### src/rtl/pipe_stage_reg.sv
// Parametrised pipeline stage register with valid/ready handshake, controller stall/flush and bubble insertion.
// Define PIPE_STAGE_SKID_EN to add a skid entry that decouples in_ready_o from out_ready_i.
module pipe_stage_reg #(
  parameter int            DW      = 32,
  parameter int            STAGE   = 2,
  parameter logic [DW-1:0] NOP_VAL = {DW{1'b0}}
) (
  input  logic          clk,
  input  logic          rst_n,
  input  logic [5:0]    stall_i,
  input  logic [5:0]    flush_i,
  input  logic          in_valid_i,
  input  logic [DW-1:0] in_data_i,
  output logic          in_ready_o,
  output logic          out_valid_o,
  output logic [DW-1:0] out_data_o,
  input  logic          out_ready_i
);

  typedef struct packed {
    logic          v;
    logic [DW-1:0] d;
  } entry_t;

  localparam entry_t EMPTY = '{v: 1'b0, d: NOP_VAL};

  logic   stall, flush, acc, fire;
  entry_t m_q;
  logic   unused_ctl;

  assign stall       = stall_i[STAGE];
  assign flush       = flush_i[STAGE];
  assign unused_ctl  = ^{stall_i, flush_i};
  assign out_valid_o = m_q.v;
  assign out_data_o  = m_q.d;
  assign fire        = m_q.v && out_ready_i;
  assign acc         = in_valid_i && in_ready_o;

`ifdef PIPE_STAGE_SKID_EN
  entry_t s_q;

  // Readiness comes only from registered skid occupancy.
  assign in_ready_o = !stall && !flush && !s_q.v;

  always_ff @(posedge clk or negedge rst_n) begin
    if (!rst_n) begin
      m_q <= EMPTY;
      s_q <= EMPTY;
    end else if (flush) begin
      m_q <= EMPTY;
      s_q <= EMPTY;
    end else if (fire) begin
      if (s_q.v) begin
        // No acc is possible while skid is full, so skid simply advances.
        m_q <= s_q;
        s_q <= EMPTY;
      end else if (acc) begin
        m_q <= '{v: 1'b1, d: in_data_i};
      end else begin
        m_q <= EMPTY;
      end
    end else if (acc) begin
      if (!m_q.v) m_q <= '{v: 1'b1, d: in_data_i};
      else        s_q <= '{v: 1'b1, d: in_data_i};
    end
  end
`else
  assign in_ready_o = !stall && !flush && (!m_q.v || out_ready_i);

  always_ff @(posedge clk or negedge rst_n) begin
    if (!rst_n) begin
      m_q <= EMPTY;
    end else if (flush) begin
      m_q <= EMPTY;
    end else if (acc) begin
      m_q <= '{v: 1'b1, d: in_data_i};
    end else if (fire) begin
      m_q <= EMPTY;
    end
  end
`endif

endmodule

### config.mk
export PLATFORM = sky130hd
export DESIGN_NAME = pipe_stage_reg
export DESIGN_NICKNAME = d
export VERILOG_FILES = /design/src/rtl/pipe_stage_reg.sv
export SDC_FILE = /design/constraint.sdc
export NUM_CORES = 1
export LEC_CHECK = 0
export ABC_AREA = 0
export BUFFER_PORTS_ARGS = -buffer_cell sky130_fd_sc_hd__buf_2
export CAP_MARGIN = 20
export CORE_UTILIZATION = 37
export CTS_CLUSTER_SIZE = 12
export DETAILED_ROUTE_END_ITERATION = 8
export PLACE_DENSITY = 0.83
export SLEW_MARGIN = 25
export SYNTH_ARGS = -nofsm -noshare
export SYNTH_HDL_FRONTEND = slang
export SYNTH_SLANG_ARGS = --single-unit
export TNS_END_PERCENT = 20
### constraint.sdc
create_clock -name clk -period 1.15 [get_ports clk]
set_input_delay 0.23 -clock clk [delete_from_list [all_inputs] [get_ports clk]]
set_output_delay 0.23 -clock clk [all_outputs]
set_load 0.05 [all_outputs]
==> results.md <==
* Worst Reg-to-Reg Cells at 4
* Top delay family on crit path: flip-flops
* Nets at 210
* Pre-antenna DRT Iters at 4
* Hold Path Stages at 2
* Register Area at 827.0 um2
* Leak at 1.058 nW
* Top-Level Pins at 82
* Crit path cell chain: nor2b_4, nor3_4, buf_6
* Worst EP arrival at 1.22 ns
* Die area at 0.003702 mm2
* Post-route DRC at 0
* Fmax at 688.0 MHz
* Initial cell density of the core at 38.40%
* Setup ws final at -0.3036 ns
* Worst path slowest cell: dfrtp_2
* Setup Crit Path Kind: register to output port
* Layout Utilization at 60.93%
* Worst Clk Skew at 0.01027 ns
* Hold_ws at 0.1194 ns
* Row count at 21
* Startpoint types: register
* Peak VDD IR at 0.6208 mV
* # port buffers at 71
* GRT Overall Usage at 16.88%
* Failing checks: setup timing
* Hold Violations, Final at 0
* Cell taking the most area after synthesis: dfrtp_1
* Worst path max stage delay at 0.45 ns
* PwrDens at 1268 mW/mm2
* Die Wd at 60.85 um
* # clock sinks at 33
* Vias per std cell at 4.909
* Reg clk slew, reported paths at 0.10 ns
* Final period utilization at 126.4%
* Pre-CTS setup slack at -0.4081 ns
* Remaining antenna violation count after routing at 0
* Initial antenna violation count at 0
* HPWL after DPL at 2.136 mm
* Synthesized flop and latch total at 33
* Cells after Synth at 79
* Die H at 60.85 um
* Iteration-0 DRC Markers at 72
* Syn_nets at 127
* Unique masters post-synth at 12
* Share of cells above drive strength 1 at 68.10%
* Instance count on the critical path at 3
* GPL Wtd Cong at 0.6044
* Htree depth at 2
* Area grow syn2layout at 58.69%
* Root Driver: clkbuf_4
* Maxcap violations at 0
* Multi-input gate area at 395.4 um2
* Yosys warns at 0
* Minimum clock period at 1.454 ns
* Hold Crit Class: primary input to register
* Final setup violation count at 34
* Worst skew pair latency at 0.31 ns
* Critical path fanouts, max at 4
* Crit path required time at 0.92 ns
* Vias in the first global route at 989
* Synth top area cells: dfrtp_1, a22o_2, a22o_1, buf_6, nor4b_4
* Wirelength, routed at 3.287 mm
* Slew HR at 80.06%
* Status: finished with violations
* Avg Inst Size Synth at 16.22 um2
* Sequential area share after synthesis at 64.45%
* Mapped Area at 0.001281 mm2
* GR Overflow Total at 0
* CP bufs+invs at 1
* CTS tree: done
* Routed len/inst at 15.73 um
* Synth top area share at 64.45%
* Final-layout fill cell count at 259
* Clock Path Buffers at 2
* Slew Viols, Final at 0
* Total CTS buffers at 5
* Tightest Pin Transition at 0.2982 ns
* Largest net degree at the start of global routing at 34
* RSZ-0062 raised after global routing: true
* Core Area at 0.003337 mm2
* First-pass GRT wire length at 4.505 mm
* CP endpoint kind: output port
* ANT cells at 0
* Total number of vias at 1026
==> report_power, final <==
group	switching (W)	total, W	internal [W]	leakage [nW]
registers	0.0000462	0.00126	0.00121	0.447
clock network	0.000366	0.000720	0.000354	0.0413
logic	0.000350	0.000598	0.000248	0.569
total	0.000762	0.00258	0.00182	1.06
==> per-stage QoR <==
stage	setup TNS [ns]	total power [W]	area [um2]	instances
final	-5.484	0.002578	2033	209
after global routing	-8.252	0.002711	2033	209
after CTS	-5.533	0.002598	1992	209
after detailed placement	-10.78	0.001778	1719	198
after global placement	-19.21	0.001753	1704	197
after floorplan	-8.385	0.001593	1294	79
==> layout by cell type (no fill, tap or decap), drive strengths merged, types with 7 or more instances in the layout <==
master,netlist,layout
dfrtp,33,33
clkbuf,0,7
buf,6,81
a22o,32,32
==> area by class of cell <==
class                           instances  area share, %
Sequential cell                        33          40.68
Timing Repair Buffer                   82          33.42
Multi-Input combinational cell         39          19.45
Clock buffer                            7          3.200
Tap cell                               46          2.831
Clock inverter                          1         0.2462
Inverter                                1         0.1846
==> repair_timing <==
| action | in CTS | in global routing |
|---|---|---|
| gates resized for setup | 55 | 11 |
| hold endpoints to repair | 33 | 0 |
| pin swaps | 5 | 6 |
| hold buffers | 1 | 0 |
| endpoints found under the setup margin | 66 | 65 |
| buffers inserted | 2 | 0 |
==> registers in the layout, summed over array words and instances, names as in the netlist <==
register and flops:
out_data_o 32, out_valid_o 1
==> cell families (layout without fill, tap and decap cells) <==
family | Yosys count | in the layout | synth area share (%)
flip-flops | 33 | 33 | 64.45
AND/OR/NAND/NOR | 5 | 5 | 4.589
buffers and inverters | 7 | 91 | 5.566
AO/OA/AOI/OAI | 34 | 34 | 25.39
==> per-layer routing <==
metal	routed length (um)	vias up	track usage [%]	share of wire (%)
li1	-	467	-	-
met3	119	4	4.264	3.6
met4	29	0	6.818	0.88
met2	1864	38	29.51	57
met1	1273	517	19.78	39
met5	0	-	0	0
==> synthesized netlist by cell type <==
library cell	number
a22o_1	16
a211oi_4	1
buf_6	6
nor2b_4	1
nor4b_4	1
a21oi_1	1
dfrtp_1	33
nor2_1	1
inv_1	1
nor3b_2	1
nor3_1	1
a22o_2	16
==> final timing paths <==
path	start	slack (ns)	endpoint
setup / recovery	out_valid_o	-0.30	in_ready_o
hold / removal	in_data_i[21]	0.12	out_data_o[21]
setup reg to reg	out_valid_o	-0.19	out_data_o[10]
hold reg to reg	out_data_o[8]	0.54	out_data_o[8]
max in group asynchronous	rst_n	0.57	out_data_o[31]
min in group asynchronous	rst_n	0.39	out_data_o[13]
Power figures use the tool's default switching activity.
